File: src/rtl/pc_fetch_unit.sv
// Program counter and instruction fetch: issues word fetches to instruction memory,
// tracks one outstanding request, and buffers returned words tagged with their PC.
module pc_fetch_unit #(
    parameter logic [31:0] RESET_PC  = 32'h0000_3000,
    parameter int unsigned BUF_DEPTH = 2
) (
    input  logic        clk,
    input  logic        rst_n,
    input  logic        redirect_valid,
    input  logic [31:0] redirect_pc,
    output logic        imem_req_valid,
    output logic [31:0] imem_req_addr,
    input  logic        imem_req_ready,
    input  logic        imem_rsp_valid,
    input  logic [31:0] imem_rsp_data,
    output logic        inst_valid,
    output logic [31:0] inst_data,
    output logic [31:0] inst_pc,
    output logic [31:0] inst_pc4,
    input  logic        inst_ready,
    output logic        misalign_err
);

    localparam int unsigned PTR_W = (BUF_DEPTH > 1) ? $clog2(BUF_DEPTH) : 1;
    localparam int unsigned CNT_W = $clog2(BUF_DEPTH + 1);
    localparam logic [CNT_W-1:0] FULL_CNT = CNT_W'(BUF_DEPTH);

    typedef enum logic [1:0] {
        S_REQ  = 2'd0,
        S_WAIT = 2'd1,
        S_DROP = 2'd2
    } state_t;

    typedef struct packed {
        logic [31:0] pc;
        logic [31:0] data;
    } fetch_entry_t;

    state_t             state_q, state_d;
    logic [31:0]        fetch_pc_q, fetch_pc_d;
    logic               req_valid_q, req_valid_d;
    logic               misalign_q, misalign_d;
    logic [CNT_W-1:0]   count_q, count_d;
    logic [PTR_W-1:0]   rd_ptr_q, rd_ptr_d;
    logic [PTR_W-1:0]   wr_ptr_q, wr_ptr_d;
    logic               head_valid_q, head_valid_d;
    fetch_entry_t       head_q, head_d;
    logic [31:0]        head_pc4_q, head_pc4_d;
    fetch_entry_t       buf_mem [BUF_DEPTH];
    fetch_entry_t       push_entry;
    logic               hs;
    logic               push;
    logic               pop;

    // State, PC, credit and buffer bookkeeping registers
    always_ff @(posedge clk) begin
        if (!rst_n) begin
            state_q      <= S_REQ;
            fetch_pc_q   <= {RESET_PC[31:2], 2'b00};
            req_valid_q  <= 1'b0;
            misalign_q   <= 1'b0;
            count_q      <= '0;
            rd_ptr_q     <= '0;
            wr_ptr_q     <= '0;
            head_valid_q <= 1'b0;
            head_q       <= '0;
            head_pc4_q   <= '0;
        end else begin
            state_q      <= state_d;
            fetch_pc_q   <= fetch_pc_d;
            req_valid_q  <= req_valid_d;
            misalign_q   <= misalign_d;
            count_q      <= count_d;
            rd_ptr_q     <= rd_ptr_d;
            wr_ptr_q     <= wr_ptr_d;
            head_valid_q <= head_valid_d;
            head_q       <= head_d;
            head_pc4_q   <= head_pc4_d;
        end
    end

    // Buffer storage; contents are only meaningful below count_q
    always_ff @(posedge clk) begin
        if (push) begin
            buf_mem[wr_ptr_q] <= push_entry;
        end
    end

    // Next-state, fetch PC, credit and buffer head computation
    always_comb begin
        state_d      = state_q;
        fetch_pc_d   = fetch_pc_q;
        misalign_d   = misalign_q;
        count_d      = count_q;
        rd_ptr_d     = rd_ptr_q;
        wr_ptr_d     = wr_ptr_q;
        head_valid_d = head_valid_q;
        head_d       = head_q;
        head_pc4_d   = head_pc4_q;

        hs   = (state_q == S_REQ) && req_valid_q && imem_req_ready;
        push = (state_q == S_WAIT) && imem_rsp_valid && !redirect_valid;
        pop  = head_valid_q && inst_ready && !redirect_valid;

        // fetch_pc already advanced past the outstanding word while in WAIT
        push_entry.pc   = fetch_pc_q - 32'd4;
        push_entry.data = imem_rsp_data;

        unique case (state_q)
            S_REQ:   if (hs) state_d = redirect_valid ? S_DROP : S_WAIT;
            S_WAIT:  if (imem_rsp_valid) state_d = S_REQ;
                     else if (redirect_valid) state_d = S_DROP;
            S_DROP:  if (imem_rsp_valid) state_d = S_REQ;
            default: state_d = S_REQ;
        endcase

        if (redirect_valid) begin
            fetch_pc_d = {redirect_pc[31:2], 2'b00};
        end else if (hs) begin
            fetch_pc_d = fetch_pc_q + 32'd4;
        end

        if (redirect_valid && (redirect_pc[1:0] != 2'b00)) begin
            misalign_d = 1'b1;
        end

        if (redirect_valid) begin
            count_d      = '0;
            rd_ptr_d     = '0;
            wr_ptr_d     = '0;
            head_valid_d = 1'b0;
        end else begin
            count_d  = count_q + CNT_W'(push) - CNT_W'(pop);
            rd_ptr_d = rd_ptr_q + PTR_W'(pop);
            wr_ptr_d = wr_ptr_q + PTR_W'(push);
            if (count_d == '0) begin
                head_valid_d = 1'b0;
            end else if (pop && (count_q > CNT_W'(1))) begin
                head_valid_d = 1'b1;
                head_d       = buf_mem[rd_ptr_q + PTR_W'(1)];
                head_pc4_d   = head_d.pc + 32'd4;
            end else if (push && ((count_q == '0) || pop)) begin
                head_valid_d = 1'b1;
                head_d       = push_entry;
                head_pc4_d   = push_entry.pc + 32'd4;
            end
        end

        // Outstanding is zero whenever the next state is REQ, so only the buffer counts
        req_valid_d = (state_d == S_REQ) && (count_d < FULL_CNT);
    end

    assign imem_req_valid = req_valid_q;
    assign imem_req_addr  = fetch_pc_q;
    assign inst_valid     = head_valid_q;
    assign inst_data      = head_q.data;
    assign inst_pc        = head_q.pc;
    assign inst_pc4       = head_pc4_q;
    assign misalign_err   = misalign_q;

    // Credit accounting must never let a push land on a full buffer
    a_no_overflow: assert property (@(posedge clk) disable iff (!rst_n)
        !(push && !pop && (count_q == FULL_CNT)));

endmodule

File: config.mk
export PLATFORM = sky130hd
export DESIGN_NAME = pc_fetch_unit
export DESIGN_NICKNAME = d
export VERILOG_FILES = /design/src/rtl/pc_fetch_unit.sv
export SDC_FILE = /design/constraint.sdc
export NUM_CORES = 1
export LEC_CHECK = 0
export ABC_CLOCK_PERIOD_IN_PS = 12700
export CORE_MARGIN = 2
export CORE_UTILIZATION = 55
export CTS_CLUSTER_SIZE = 8
export DETAILED_ROUTE_END_ITERATION = 12
export MAX_ROUTING_LAYER = met4
export PLACE_DENSITY = 0.89
export SYNTH_ARGS = -nofsm -noshare
export SYNTH_HDL_FRONTEND = slang
export SYNTH_SLANG_ARGS = --single-unit
File: constraint.sdc
create_clock -name clk -period 12.7 [get_ports clk]
set_input_delay 2.54 -clock clk [delete_from_list [all_inputs] [get_ports clk]]
set_output_delay 2.54 -clock clk [all_outputs]
set_load 0.02 [all_outputs]
==> metrics.txt, run 1 <==
clock sinks=about 260; largest net degree at the start of global routing=119; Worst setup SP type=input port; GRT Total Usage=0.2730; Logic pwr share=0.080; antenna-violating nets left=0; Starting DRT DRC Count=735; port bufs=slightly below 200; setup violators final=0; final layout net count=approximately 1,400; hpwl dp=19,170 um; diodes inserted=0; Worst-Margin Slew=about 1.1 ns; die width=around 150 um; Clock power frac=0.457; Placer Congestion=0.9332; top cells by area, synth=edfxtp_1, dfxtp_1, nand2_1, mux2i_1, a21oi_1; placed cells=between 1,500 and 2,000; hold path start=inst_data[7]$_SDFFE_PN0P_; filler cell count=roughly 1,500; worst-path fanout max=around 120; Post-CTS Setup Inserts=0; Worst-path clk slew=0.06 ns; total routed wirelength=~30,000 um; Layout area overhead=26.26%; commonest non-fill, non-tap cells in the layout=clkdlybuf4s50_1, nand2_1, dfxtp_1, edfxtp_1, a21oi_1; post-synthesis average cell area=roughly 10 um^2; Clock Skew=0.01037 ns; Pins Over Slew Limit=0; commonest register cell after synthesis=dfxtp_1; remaining global-route overflow=0; fin crit share=0.5365; vias in the first global route=just over 9,000; top-area cell type share of the netlist area=0.3197; initial core utilization=0.5575; critical path type=in2reg; die area=22,350 um^2; post-route DRC violation count=0; P_leak=4.691 nW; most common cell after layout, fill and taps aside=clkdlybuf4s50_1; RSZ-0062 raised after global routing=no; Net Sw Frac=0.2312; initial antenna violation count=1; clock buffer depth=3; async set or reset register ratio after synthesis=0; clk_lat worst skew=between 0.5 and 0.6 ns; Rel. slew slack=0.2407; setup tns final=0 ns; power share of the sequential group=0.463; vias=about 9,500; Core Region=roughly 21,000 um^2; hold-fix buffers at CTS=0; IO Pins=approximately 200; Rows=53; fin crit period=a little under 7 ns; maximum vdd drop=80.00 uV; Hold WC Path Type=reg2reg; Post-Syn Instances=~1,200; DRT Pass-1 Iters=6; Synth Register Bits=between 200 and 300; Distinct cells, synth=61; f_max=between 0.1 and 0.15 GHz; post-DR vias/cell=between 5 and 6; Crit path required time=13.13 ns; synth warn=0; max cap viols=0; PostCTS Resize Cnt=0; CTS root buf=clkbuf_16; Seq/Total Area, Yosys=0.5449; CP startpoint=redirect_valid; R2R Path Start=rd_ptr_q$_SDFF_PP0_; Die Y=149.5 um; R2R Setup Slk=roughly 8.3 ns; sw power=approximately 0.00045 W; CP arrival=approximately 7.2 ns; non-filler cells, final=roughly 1,600; H-tree depth=2; post-synth top area cell=edfxtp_1; Post-synth EDFFs=124; Syn Std Cell Area=11,650 um^2; first-pass GRT wire length=between 40,000 and 50,000 um; Internal=approximately 0.0015 W; CTS buffer count=37; WL/cell=18.29 um; Hold Fails Final Rpt=0; share of cells above drive strength 1=0.05642; crit end category=flop; pwr/cell area=around 130 nW/um^2; CTS tree=done; outcome=complete, no violations
[cell type report]
class                           instances  area [um^2]  area share
Sequential cell                       255         6350      0.4318
Inverter                               16        61.31    0.004170
Multi-Input combinational cell        807         4891      0.3326
Clock buffer                           63         1023     0.06961
Clock inverter                          2        17.52    0.001191
Timing Repair Buffer                  204         2017      0.1372
Tap cell                              275        344.1     0.02340
[power groups by stage]
| stage | registers [W] | clock network (W) | logic (W) |
|---|---|---|---|
| global route | 0.000895 | 0.000927 | 0.000168 |
| floorplan | 0.000907 | 0 | 0.0000895 |
| finish | 0.000894 | 0.000881 | 0.000155 |
| global placement | 0.000908 | 0 | 0.000147 |
| CTS | 0.000893 | 0.000892 | 0.000154 |
| detailed placement | 0.000909 | 0 | 0.000151 |
[routing by layer]
layer  global-route usage  part of all wire  up-vias
met5                    -                 0        -
met4              0.09238             0.029        0
met3              0.05427             0.093       65
met2               0.4287              0.47      463
met1               0.3566              0.41     4447
li1                     -                 -     4545
[through the flow]
stage / cell area (um^2) / util / hold WS (ns) / power (W) / worst slack, ns
6_report: 14700 / 0.7039 / 0.4509 / 0.001930 / 5.887
5_1_grt: 14700 / 0.7039 / 0.4755 / 0.001989 / 5.512
4_1_cts: 14700 / 0.7039 / 0.4525 / 0.001939 / 5.940
3_5_place_dp: 13660 / 0.6541 / 0.4464 / 0.001060 / 5.464
3_3_place_gp: 13660 / 0.6541 / 0.4416 / 0.001055 / 5.641
2_1_floorplan: 11660 / - / 0.5222 / 0.0009965 / 5.936
[sequential cells by signal, summed over array words and instances (netlist names)]
signal,count
buf_mem,124
imem_req_valid,1
inst_pc,30
misalign_err,1
inst_pc4,30
inst_data,32
rd_ptr_q,1
inst_valid,1
state_q,2
imem_req_addr,30
wr_ptr_q,1
count_q,2
[path summary, 6_finish.rpt]
kind                                                  end  cells past startpoint
worst max-delay path            inst_pc4[30]$_SDFFE_PN0P_                     14
worst min-delay path            inst_data[7]$_SDFFE_PN0P_                      2
worst max register to register  inst_pc4[30]$_SDFFE_PN0P_                     12
worst min register to register  inst_data[7]$_SDFFE_PN0P_                      2
[cells by family (layout without fill, tap and decap cells)]
| group | Yosys count | in the layout | synth area share |
|---|---|---|---|
| other | 1 | 6 | 0.0003220 |
| flip-flops | 255 | 255 | 0.5449 |
| AO/OA/AOI/OAI | 259 | 259 | 0.1419 |
| multiplexers | 55 | 55 | 0.04727 |
| adder cells (fa/ha/maj) | 7 | 7 | 0.007520 |
| buffers and inverters | 107 | 285 | 0.03835 |
| XOR/XNOR | 63 | 63 | 0.04738 |
| AND/OR/NAND/NOR | 417 | 417 | 0.1723 |
[cells in the mapped netlist, types with 9 or more instances]
| cell type | number |
|---|---|
| nor2_1 | 78 |
| a21oi_1 | 91 |
| xnor2_1 | 29 |
| inv_1 | 15 |
| nand2_1 | 186 |
| and3_1 | 9 |
| xor2_1 | 34 |
| buf_2 | 15 |
| nand4_1 | 20 |
| edfxtp_1 | 124 |
| o21ai_0 | 34 |
| a31oi_1 | 11 |
| buf_1 | 9 |
| nor4_1 | 11 |
| nor3_1 | 20 |
| or3_1 | 16 |
| o211ai_1 | 32 |
| a211oi_1 | 42 |
| nor2b_1 | 11 |
| mux2i_1 | 55 |
| clkbuf_1 | 60 |
| o31ai_1 | 9 |
| o21a_1 | 13 |
| nand3_1 | 19 |
| dfxtp_1 | 131 |
[worst max-delay path, cell delays in order]
cell             delay, ns
clkdlybuf4s50_1       0.65
and4b_4               0.43
buf_4                 0.81
nor2_1                0.07
a21oi_1               0.21
ha_1                  0.26
and4b_1               0.21
a21oi_1               0.05
o21ai_0               0.15
nor3b_1               0.57
nand4_1               0.22
or4_1                 0.63
o211a_1               0.25
nor3_1                0.17
(Power assumes the default switching activity.)
==> run 2: changes to the inputs <==
Settings changed: ABC_CLOCK_PERIOD_IN_PS 12700 to 7100, CORE_UTILIZATION 55 to 53, PLACE_DENSITY 0.89 to 0.86.
Clock period 12.7 ns to 7.1 ns, I/O delays scaled along.
==> metrics.txt, run 2 (same netlist as run 1, synthesis figures left out) <==
CP max stage delay=0.78 ns (was 0.81 ns); Core Region=21,690 um^2 (was 20,890 um^2); clock sinks=255 (unchanged); setup violators final=0 (unchanged); setup tns final=0 ns (unchanged); clock buffer depth=3 (unchanged); CTS root buf=clkbuf_16 (unchanged); Pins Over Slew Limit=0 (unchanged); Hold Fails Final Rpt=0 (unchanged); Power, Total=0.003496 W (was 0.001930 W); dpl ws=1.540 ns (was 5.464 ns); CTS tree=done (unchanged); Crit path required time=7.52 ns (was 13.13 ns); Levels on crit path=14 (unchanged); Layout area overhead=26.96% (was 26.26%); fin crit period=between 5 and 6 ns; P_leak=4.733 nW (was 4.691 nW); final layout net count=1,402 (was 1,398); CP max stage cell=and4b_4 (was buf_4); WL/cell=18.07 um (was 18.29 um); RR Endpoint=inst_pc4[31]$_SDFFE_PN0P_ (was inst_pc4[30]$_SDFFE_PN0P_); Placed Area=13,700 um^2 (was 13,660 um^2); vias=9,572 (was 9,520); PostCTS Resize Cnt=0 (unchanged); clk_lat worst skew=0.50 ns (was 0.51 ns); Clock Skew=0.01318 ns (was 0.01037 ns); fin crit share=0.7195; die area=23,180 um^2 (was 22,350 um^2); share of cells above drive strength 1=0.05987 (was 0.05642); vias in the first global route=9,091 (was 9,140); most common cell after layout, fill and taps aside=clkdlybuf4s50_1 (unchanged); Rel. slew slack=0.3053 (was 0.2407); hold-fix buffers at CTS=0 (unchanged); CTS buffer count=37 (unchanged); max FFs per register=124 (unchanged); Hold WC Path Type=reg2reg (unchanged); final setup margin=1.992 ns (was 5.887 ns); CP arrival=5.53 ns (was 7.24 ns); crit-path leading delay family=simple AND/OR/NAND/NOR gates (unchanged); Die Y=152.2 um (was 149.5 um); Worst-Margin Slew=1.042 ns (was 1.139 ns); hold path start=misalign_err$_SDFFE_PN0P_ (was inst_data[7]$_SDFFE_PN0P_); crit end category=flop (unchanged); Biggest register=buf_mem (unchanged); IO Pins=201 (unchanged); R2R depth=10 (was 12); antenna-violating nets left=0 (unchanged); critical path type=in2reg (unchanged); initial antenna violation count=0 (was 1); outcome=complete, no violations (unchanged); RSZ-0062 raised after global routing=no (unchanged); hpwl dp=19,960 um (was 19,170 um); Placer Congestion=0.9207 (was 0.9332); remaining global-route overflow=0 (unchanged); worst hold endpoint=misalign_err$_SDFFE_PN0P_ (was inst_data[7]$_SDFFE_PN0P_); commonest non-fill, non-tap cells in the layout=clkdlybuf4s50_1, nand2_1, dfxtp_1, edfxtp_1, a21oi_1 (unchanged); first-pass GRT wire length=47,590 um (was 47,170 um); pwr/cell area=236.4 nW/um^2 (was 131.3 nW/um^2); Min-Delay Path Depth=2 (unchanged); DRT Pass-1 Iters=5 (was 6); GRT Total Usage=0.2560 (was 0.2730); R2R Setup Slk=2.82 ns (was 8.30 ns); post-route DRC violation count=0 (unchanged); filler cell count=1,653 (was 1,508); largest net degree at the start of global routing=73 (was 119); R2R Path Start=imem_req_addr[2]$_SDFFE_PN0P_ (was rd_ptr_q$_SDFF_PP0_); H-tree depth=2 (unchanged); Rows=54 (was 53); maximum vdd drop=146.5 uV (was 80.00 uV); initial core utilization=0.5370 (was 0.5575); Starting DRT DRC Count=724 (was 735); worst-path fanout max=56 (was 118); max cap viols=0 (unchanged); post-DR vias/cell=5.862 (was 5.869); CP dominant cell by count=a21oi_1 (unchanged); Post-CTS Setup Inserts=0 (unchanged); diodes inserted=0 (unchanged); total routed wirelength=29,500 um (was 29,670 um); Worst-path clk slew=0.05 ns (was 0.06 ns); Worst setup SP type=input port (unchanged); port bufs=194 (unchanged); f_max=0.1958 GHz; worst-path cell chain=clkdlybuf4s50_1 > buf_4 > and4b_4 > nor2_1 > a21oi_1 > ha_1 > and4b_1 > a21oi_1 > o21ai_0 > nor3b_1 > nand4_1 > or4_1 > o211a_1 > nor3_1 (was clkdlybuf4s50_1 > and4b_4 > buf_4 > nor2_1 > a21oi_1 > ha_1 > and4b_1 > a21oi_1 > o21ai_0 > nor3b_1 > nand4_1 > or4_1 > o211a_1 > nor3_1); die width=152.2 um (was 149.5 um); WP buf/inv=2 (unchanged); Final Cell Area=14,790 um^2 (was 14,700 um^2)
[run 2: area by class of cell]
type	instances	area, um^2	area share
flip-flops and latches	255	6350	0.4295
multi-input cells	807	4891	0.3308
repair buffers	208	2047	0.1384
clock buffers	66	1077	0.07286
well taps	280	350.3	0.02369
inverters	16	61.31	0.004147
clock inverters	1	8.758	0.0005924
[run 2: metal layers]
layer	GRT usage	part of all wire	wire length, um	up-vias
li1	-	-	-	4558
met1	0.3494	0.43	12630	4507
met2	0.3917	0.46	13560	441
met3	0.03840	0.080	2374	66
met4	0.09257	0.032	944	0
met5	-	0	0	-
[run 2: power by group]
group	leakage [nW]	total [W]	switching [W]	internal, W
clock	0.517	0.00162	0.000605	0.00102
combinational	2.03	0.000274	0.000156	0.000118
sequential	2.18	0.00160	0.0000336	0.00157
total	4.73	0.00350	0.000795	0.00270
[run 2: how the worst max path moves through the flow]
stage	startpoint	to	slack [ns]
4_1_cts	redirect_valid	inst_pc4[30]$_SDFFE_PN0P_	2.03
3_3_place_gp	redirect_valid	inst_pc4[30]$_SDFFE_PN0P_	1.63
6_report	redirect_valid	inst_pc4[30]$_SDFFE_PN0P_	1.99
5_1_grt	redirect_valid	inst_pc4[28]$_SDFFE_PN0P_	1.52
3_5_place_dp	redirect_valid	inst_pc4[30]$_SDFFE_PN0P_	1.54
2_1_floorplan	redirect_valid	inst_pc4[30]$_SDFFE_PN0P_	1.46
[run 2: through the flow]
stage                       util  hold WS, ns  instances
after global routing      0.6817       0.4734       1633
after floorplan                -       0.5222       1169
after global placement    0.6316       0.4355       1566
final                     0.6817       0.4463       1633
after CTS                 0.6817       0.4521       1633
after detailed placement  0.6316       0.4462       1566
[run 2: worst min-delay path, stage by stage (launching register included)]
cell and delay (ns):
dfxtp_1 0.30, inv_1 0.05, a21oi_1 0.05
